$ cat config.mk
export PLATFORM = sky130hd
export DESIGN_NAME = bus_xfer_sequencer
export DESIGN_NICKNAME = d
export VERILOG_FILES = /design/src/rtl/bus_xfer_sequencer.sv
export SDC_FILE = /design/constraint.sdc
export NUM_CORES = 1
export LEC_CHECK = 0
export ABC_CLOCK_PERIOD_IN_PS = 3100
export CORE_ASPECT_RATIO = 0.9
export CORE_MARGIN = 4
export CORE_UTILIZATION = 53
export DETAILED_ROUTE_END_ITERATION = 7
export PLACE_DENSITY = 0.82
export SLEW_MARGIN = 20
export SYNTH_ARGS = -nofsm -noshare
export SYNTH_HDL_FRONTEND = slang
export SYNTH_SLANG_ARGS = --single-unit
$ cat constraint.sdc
create_clock -name clock -period 3.1 [get_ports clock]
set_input_delay 0.62 -clock clock [delete_from_list [all_inputs] [get_ports clock]]
set_output_delay 0.62 -clock clock [all_outputs]
set_load 0.03 [all_outputs]
$ cat src/rtl/bus_xfer_sequencer.sv
// Register-transfer sequencer: queues {src,dst} codes and issues a one-hot bus drive enable,
// then a one-hot load strobe on the following cycle so the bus settles before capture.
module bus_xfer_sequencer #(
    parameter int unsigned FIFO_DEPTH = 4,
    parameter int unsigned N_SRC      = 24,
    parameter int unsigned N_DST      = 24
) (
    input  logic             clock,
    input  logic             clear,
    input  logic             cmd_valid,
    output logic             cmd_ready,
    input  logic [4:0]       cmd_src,
    input  logic [4:0]       cmd_dst,
    input  logic             stall,
    output logic [N_SRC-1:0] src_enable,
    output logic [N_DST-1:0] dst_load,
    output logic             done,
    output logic             err,
    output logic             busy
);

    localparam int unsigned CODE_W = 5;
    localparam int unsigned ENT_W  = 2 * CODE_W;
    localparam int unsigned PTR_W  = $clog2(FIFO_DEPTH);
    localparam int unsigned CNT_W  = PTR_W + 1;
    localparam logic [CODE_W:0]  SRC_LIM = N_SRC[CODE_W:0];
    localparam logic [CODE_W:0]  DST_LIM = N_DST[CODE_W:0];
    localparam logic [CNT_W-1:0] FULL_CNT = FIFO_DEPTH[CNT_W-1:0];
    localparam logic [N_SRC-1:0] SRC_ONE = {{(N_SRC-1){1'b0}}, 1'b1};
    localparam logic [N_DST-1:0] DST_ONE = {{(N_DST-1){1'b0}}, 1'b1};

    typedef enum logic [1:0] {
        IDLE  = 2'd0,
        DRIVE = 2'd1,
        LOAD  = 2'd2,
        ERR   = 2'd3
    } state_t;

    state_t state, state_nxt;

    logic [ENT_W-1:0]  mem [FIFO_DEPTH];
    logic [PTR_W-1:0]  wr_ptr, rd_ptr;
    logic [CNT_W-1:0]  count, count_nxt;
    logic [CODE_W-1:0] cur_src, cur_dst, src_nxt, dst_nxt;
    logic [CODE_W-1:0] head_src, head_dst;
    logic              head_ok, push, pop;
    logic [N_SRC-1:0]  src_enable_nxt;
    logic [N_DST-1:0]  dst_load_nxt;
    logic              done_nxt, err_nxt, busy_nxt, ready_nxt;

    assign push     = cmd_valid & cmd_ready;
    assign head_src = mem[rd_ptr][ENT_W-1:CODE_W];
    assign head_dst = mem[rd_ptr][CODE_W-1:0];
    assign head_ok  = ({1'b0, head_src} < SRC_LIM) && ({1'b0, head_dst} < DST_LIM);

    // Queue storage; flushing is done through the pointers, so the array needs no reset.
    always_ff @(posedge clock) begin
        if (!clear && push) begin
            mem[wr_ptr] <= {cmd_src, cmd_dst};
        end
    end

    // State, queue bookkeeping and registered outputs.
    always_ff @(posedge clock) begin
        if (clear) begin
            state      <= IDLE;
            wr_ptr     <= '0;
            rd_ptr     <= '0;
            count      <= '0;
            cur_src    <= '0;
            cur_dst    <= '0;
            src_enable <= '0;
            dst_load   <= '0;
            done       <= 1'b0;
            err        <= 1'b0;
            busy       <= 1'b0;
            cmd_ready  <= 1'b1;
        end else begin
            state      <= state_nxt;
            cur_src    <= src_nxt;
            cur_dst    <= dst_nxt;
            count      <= count_nxt;
            if (push) wr_ptr <= wr_ptr + PTR_W'(1);
            if (pop)  rd_ptr <= rd_ptr + PTR_W'(1);
            src_enable <= src_enable_nxt;
            dst_load   <= dst_load_nxt;
            done       <= done_nxt;
            err        <= err_nxt;
            busy       <= busy_nxt;
            cmd_ready  <= ready_nxt;
        end
    end

    // Next state: IDLE, LOAD and ERR all pick up the queue head the same way.
    always_comb begin
        state_nxt = state;
        pop       = 1'b0;
        if (!stall) begin
            case (state)
                DRIVE: state_nxt = LOAD;
                default: begin
                    if (count != '0) begin
                        pop       = 1'b1;
                        state_nxt = head_ok ? DRIVE : ERR;
                    end else begin
                        state_nxt = IDLE;
                    end
                end
            endcase
        end
    end

    // Output decode from the upcoming state/command, so the outputs themselves are flops.
    always_comb begin
        src_nxt        = pop ? head_src : cur_src;
        dst_nxt        = pop ? head_dst : cur_dst;
        src_enable_nxt = '0;
        dst_load_nxt   = '0;
        done_nxt       = 1'b0;
        err_nxt        = 1'b0;
        case (state_nxt)
            DRIVE: src_enable_nxt = SRC_ONE << src_nxt;
            LOAD: begin
                src_enable_nxt = SRC_ONE << src_nxt;
                dst_load_nxt   = DST_ONE << dst_nxt;
                done_nxt       = 1'b1;
            end
            ERR:     err_nxt = 1'b1;
            default: ;
        endcase
        count_nxt = count;
        if (push && !pop)      count_nxt = count + CNT_W'(1);
        else if (!push && pop) count_nxt = count - CNT_W'(1);
        busy_nxt  = (count_nxt != '0) || (state_nxt != IDLE);
        ready_nxt = (count_nxt != FULL_CNT);
    end

endmodule
---- Yosys cells after proc, flatten, opt, wreduce, memory -nomap -nowiden ----
Memories as Yosys holds them, arrays and structs flattened. A register that Yosys moved wholly into a read port is not among the register bits.
Cells that the tools add are included.
word-level totals
  flip-flop bits (word level) ............. 71
  bits in writable memories ............... 40
  input bits .............................. 14
  output and inout port bits .............. 52
  word-level logic and storage cells ...... 60
  memories ................................ 1
cells by class
  add/sub/neg operators ................... 4
  $lt $le $gt $ge ......................... 2
  equal/unequal tests ..................... 5
  shift-type cells ........................ 2
  mux-type cells .......................... 17
  bitwise gates (word level) .............. 3
  reductions and logical operators ........ 14
memories
  memory  depth  width  read ports  clocked after Yosys merged registers in  wr ports  line  text
  mem     4      10     1           1                                        1         41    logic [ENT_W-1:0] mem [FIFO_DEPTH];
operator list
  kind                    number
  $shl A1 B5 Y24 const A  2
  $mux W2                 6
  $lt A5 B5 Y1 const B    2
  $mux W5                 2
  $mux W1                 7
  $mux W3                 2
  $reduce_bool A3 Y1      2
  $reduce_or A2 Y1        3
  $add A2 B1 Y2 const B   2
  $eq A2 B1 Y1 const B    2
  $eq A2 B2 Y1 const B    2
  $logic_and A1 B1 Y1     4
  $add A3 B1 Y3 const B   1
  $logic_not A1 Y1        3
  $ne A3 B3 Y1 const B    1
  $sub A3 B1 Y3 const B   1
  $not A1 Y1              2
  $reduce_bool A2 Y1      1
  $and A1 B1 Y1           1
  $logic_or A1 B1 Y1      1

---- Logic depth before layout (Yosys ltp) ----
  depth in word-level cells ............... 10
  depth in mapped cells ................... 13
  depth with buffers taken out ............ 13

---- Least setup slack after synthesis ----
Ideal clock, no wire load.
  path kind ............................... register to register
  from .................................... register count[0]
  to ...................................... register src_enable[0]
  setup time .............................. 0.066 ns
  arrival time ............................ 2.575 ns
  required time ........................... 3.034 ns
  slack ................................... 0.459 ns
  cell stages (with the launch flop) ...... 11
  path buffers ............................ 1
  period minus slack after synthesis ...... 2.641 ns
  cells stage by stage .................... dfxtp_1 inv_1 ha_1 nor2b_1 nor3_2 buf_2 a21oi_1 ha_1 nor4_2 a22oi_1 nor2_1
between the ends
  longest elaborated chain between the ends .. 8
  elaborated cells between the ends (all ways) .. 14
  those cells by class .................... eq/ne: 2; shift: 1; mux: 7; bitwise: 1; reduce/logical: 3
RTL lines
  element                                              line  text
  start, declared                                      43    logic [CNT_W-1:0] count, count_nxt;
  start signal, assigned                               82    count <= count_nxt;
  $reduce_bool A3 Y1 (*)                               102   if (count != '0) begin
  $mux W2                                              102
  $mux W2                                              99    case (state)
  $mux W2                                              98    if (!stall) begin
  $eq A2 B2 Y1 / $eq A2 B1 Y1 (equally long branches)  121   case (state_nxt)
  $reduce_or A2 Y1 (no line)                           --
  $not A1 Y1 (no line)                                 --
  $reduce_or A2 Y1 (no line)                           --
  end signal, assigned                                 85    src_enable <= src_enable_nxt;
  end, declared                                        15    output logic [N_SRC-1:0] src_enable,
Every way passes the cells marked *; elsewhere a longest branch is shown, timed or not.
A chain may end at the register's enable or synchronous reset.

==> results.py <==
metrics = {
    "setup_path": {
        "reg2reg_to": "src_enable[10]",
        "crit_fanout": 7,
        "required_ns": 3.53,
        "startpoint_type": "flop",
        "cp-end-kind": "flop",
        "worstPathArrival_ns": 3.29,
        "ff2ff_path_depth": 9,
        "ff2ff_setup_slack_ns": 0.24,
        "path_class": "flop to flop",
    },
    "logic_synthesis": {
        "synth_flop_cell": "dfxtp_1",
        "synth.distinct_cells": 39,
        "netlist_area_sq_um": 4100,
        "synth_async_sr_flop_share_pct": 0,
        "synth_cells": 348,
        "synth_edf_count": 40,
        "postSynthAreaPerCell_sq_um": 11.8,
        "ys_seq_elements": 113,
        "ys_warn_count": 0,
        "syn-num-nets": 372,
        "ys_seq_area_share_pct": 64.9,
    },
    "power_and_ir_drop": {
        "power.net_switching_mw": 1.42,
        "switching_share_pct": 29.4,
        "p_int_mw": 3.41,
        "ir_drop_uv": 574,
        "power.density_nw_per_um2": 876,
        "p_seq_share_pct": 36.8,
        "power_leakage_nw": 2.03,
        "comb_power_share_pct": 22.6,
        "p_clk_share_pct": 40.6,
    },
    "placement": {
        "dp_slack_ns": 0.196,
        "gp_congestion": 0.832,
        "port-buffer-count": 65,
        "dp_hpwl_um": 5750,
    },
    "cts": {
        "clk_latency_ns": 0.50,
        "cts.path.max_buffers": 2,
        "cts_tree": "done",
        "cts-root-buf": "clkbuf_8",
        "hold_buffers": 0,
        "clock-sinks": 113,
        "cts_setup_buffers": 0,
        "numCtsBuffers": 17,
        "cts.clk_slew.worst_paths_ns": 0.05,
        "cts.htree.levels": 4,
        "cts_resized": 0,
    },
    "global_routing": {
        "gr-total-overflow": 0,
        "grt_max_degree": 36,
        "track_usage_pct": 19.6,
        "grt_pass1_wl_um": 13600,
        "antenna_found_initial": 0,
        "grt_pass1_vias": 2832,
    },
    "sta": {
        "finalHoldViolCount": 0,
        "final.setup.worst_slack_ns": 0.245,
        "setup_tns_ns": 0,
        "rsz0062_at_grt": "no",
        "skew_ns": 0.00749,
        "finalSetupViolations": 0,
        "max_freq_mhz": 350,
        "slew_violations": 0,
        "worst_slew_pin_slew_ns": 0.706,
        "finalCriticalPeriod_ns": 2.86,
        "maxSlewHeadroom_pct": 52.9,
        "fin_crit_sh_pct": 92.1,
    },
    "final_layout": {
        "layout_commonest_cell": "dfxtp_1",
        "diodes": 0,
        "final_cell_mix": "73 x dfxtp_1, 68 x nor2_1, 65 x clkdlybuf4s50_1",
        "final-seq-area_sq_um": 2660,
        "syn_to_final_growth_pct": 34.4,
        "multiInputGateArea_sq_um": 1350,
        "drive_gt1_share_pct": 12.4,
        "fillers": 530,
        "nets": 453,
    },
    "die": {
        "die_area_sq_um": 9210,
        "fp.dieH_um": 91.5,
        "core_area_sq_um": 7540,
        "fp.dieW_um": 101,
        "start_util_pct": 54.4,
        "boundaryPins": 66,
        "row_count": 30,
    },
    "run_status": {
        "status": "finished, final reports clean",
    },
    "drt": {
        "post_drt_wl_per_cell_um": 15.9,
        "drc": 0,
        "firstDrtPassIters": 4,
        "viasPerCell": 5.33,
        "vias": 2870,
        "wirelength_um": 8560,
        "drt_iter0_drc": 240,
        "drtAntennaViolNets": 0,
    },
    "hold_path": {
        "hold_end": "cur_src[4]",
        "hold_path_class": "flop to flop",
        "holdPathStages": 2,
        "min-delay-start": "cur_src[4]",
    },
    "flow_run": {
        "maxCapViolations": 0,
    },
}
==> metal layers <==
metal,wire length [um],track usage [%],vias up
li1,-,-,1400
met1,3470,22.7,1376
met2,4520,32.9,86
met3,492,6.84,8
met4,78,7.41,0
met5,0,0,-
==> cell families after synthesis <==
group / count (synthesis) / share of synthesized area [%]
fa+ha+maj: 10 / 3.05
buf+inv: 28 / 2.68
compound gates: 45 / 7.02
flops: 113 / 64.9
simple gates: 137 / 15.6
mux: 11 / 5.86
xor+xnor: 4 / 0.854
==> final cells by class <==
cell class | instances | share of cell area [%]
inverters | 18 | 1.23
well taps | 96 | 2.18
flip-flops and latches | 113 | 48.3
clock inverters | 9 | 2.25
repair buffers | 72 | 12.8
multi-input cells | 207 | 24.5
clock buffers | 23 | 8.83
==> critical path: stages, from the launching register on <==
cell and delay [ns]:
dfxtp_1 0.49, mux4_2 0.65, a22oi_1 0.21, a21o_1 0.17, inv_1 0.07, ha_1 0.36, nor4_1 0.39, and3_1 0.22
a31oi_1 0.08, nor2_1 0.14
==> flip-flops by register name (all words and copies together) (netlist names), named ones only <==
| register | cells |
|---|---|
| src_enable | 24 |
| count | 3 |
| cur_src | 5 |
| mem | 40 |
| rd_ptr | 2 |
| done | 1 |
| cmd_ready | 1 |
| busy | 1 |
| err | 1 |
| wr_ptr | 2 |
| dst_load | 24 |
| state | 2 |
| cur_dst | 5 |
==> how the worst max path moves through the flow <==
stage               startpoint              to  slack [ns]  cells past startpoint
floorplan             count[0]   src_enable[0]        0.46                     10
global placement         stall  src_enable[14]        0.33                     10
detailed placement       stall  src_enable[15]        0.20                      9
CTS                       flop  src_enable[13]        0.24                      8
global route              flop  src_enable[11]       0.005                      9
finish                    flop  src_enable[10]        0.24                      9
==> through the flow <==
stage	utilization [%]	hold WS [ns]	power (mW)	instance area [sq um]	std cells
3_5_place_dp	64.8	0.490	2.86	4890	506
2_1_floorplan	-	0.455	2.53	4100	348
5_1_grt	73.1	0.527	5.06	5510	538
6_report	73.1	0.503	4.83	5510	538
4_1_cts	72.9	0.498	4.84	5500	538
3_3_place_gp	64.8	0.466	2.82	4890	506
==> Yosys cell counts, types with 2 or more instances <==
| master | count | area, sq um |
|---|---|---|
| dfxtp_1 | 73 | 1460 |
| nor2_1 | 68 | 255 |
| edfxtp_1 | 40 | 1200 |
| nand2_1 | 25 | 93.8 |
| inv_1 | 18 | 67.6 |
| a21oi_1 | 14 | 70.1 |
| nor3_1 | 13 | 65.1 |
| a31oi_1 | 12 | 75.1 |
| ha_1 | 10 | 125 |
| mux4_2 | 10 | 225 |
| a32oi_1 | 5 | 43.8 |
| and2_1 | 5 | 31.3 |
| nor2b_1 | 5 | 31.3 |
| a22oi_1 | 4 | 30.0 |
| buf_2 | 4 | 20.0 |
| clkbuf_1 | 4 | 15.0 |
| nor3b_1 | 4 | 30.0 |
| o21ai_0 | 4 | 20.0 |
| and3_1 | 3 | 18.8 |
| and4_1 | 3 | 26.3 |
| xnor2_1 | 3 | 26.3 |
| buf_1 | 2 | 7.51 |
| nand3_1 | 2 | 10.0 |
| nor3_2 | 2 | 20.0 |
==> power groups by stage <==
stage	registers, mW	clock network [mW]	logic (mW)
floorplan	1.84	0	0.696
global placement	1.79	0	1.02
detailed placement	1.80	0	1.06
CTS	1.78	1.99	1.07
global route	1.80	2.07	1.20
finish	1.78	1.96	1.09
Power figures use the tool's default switching activity.
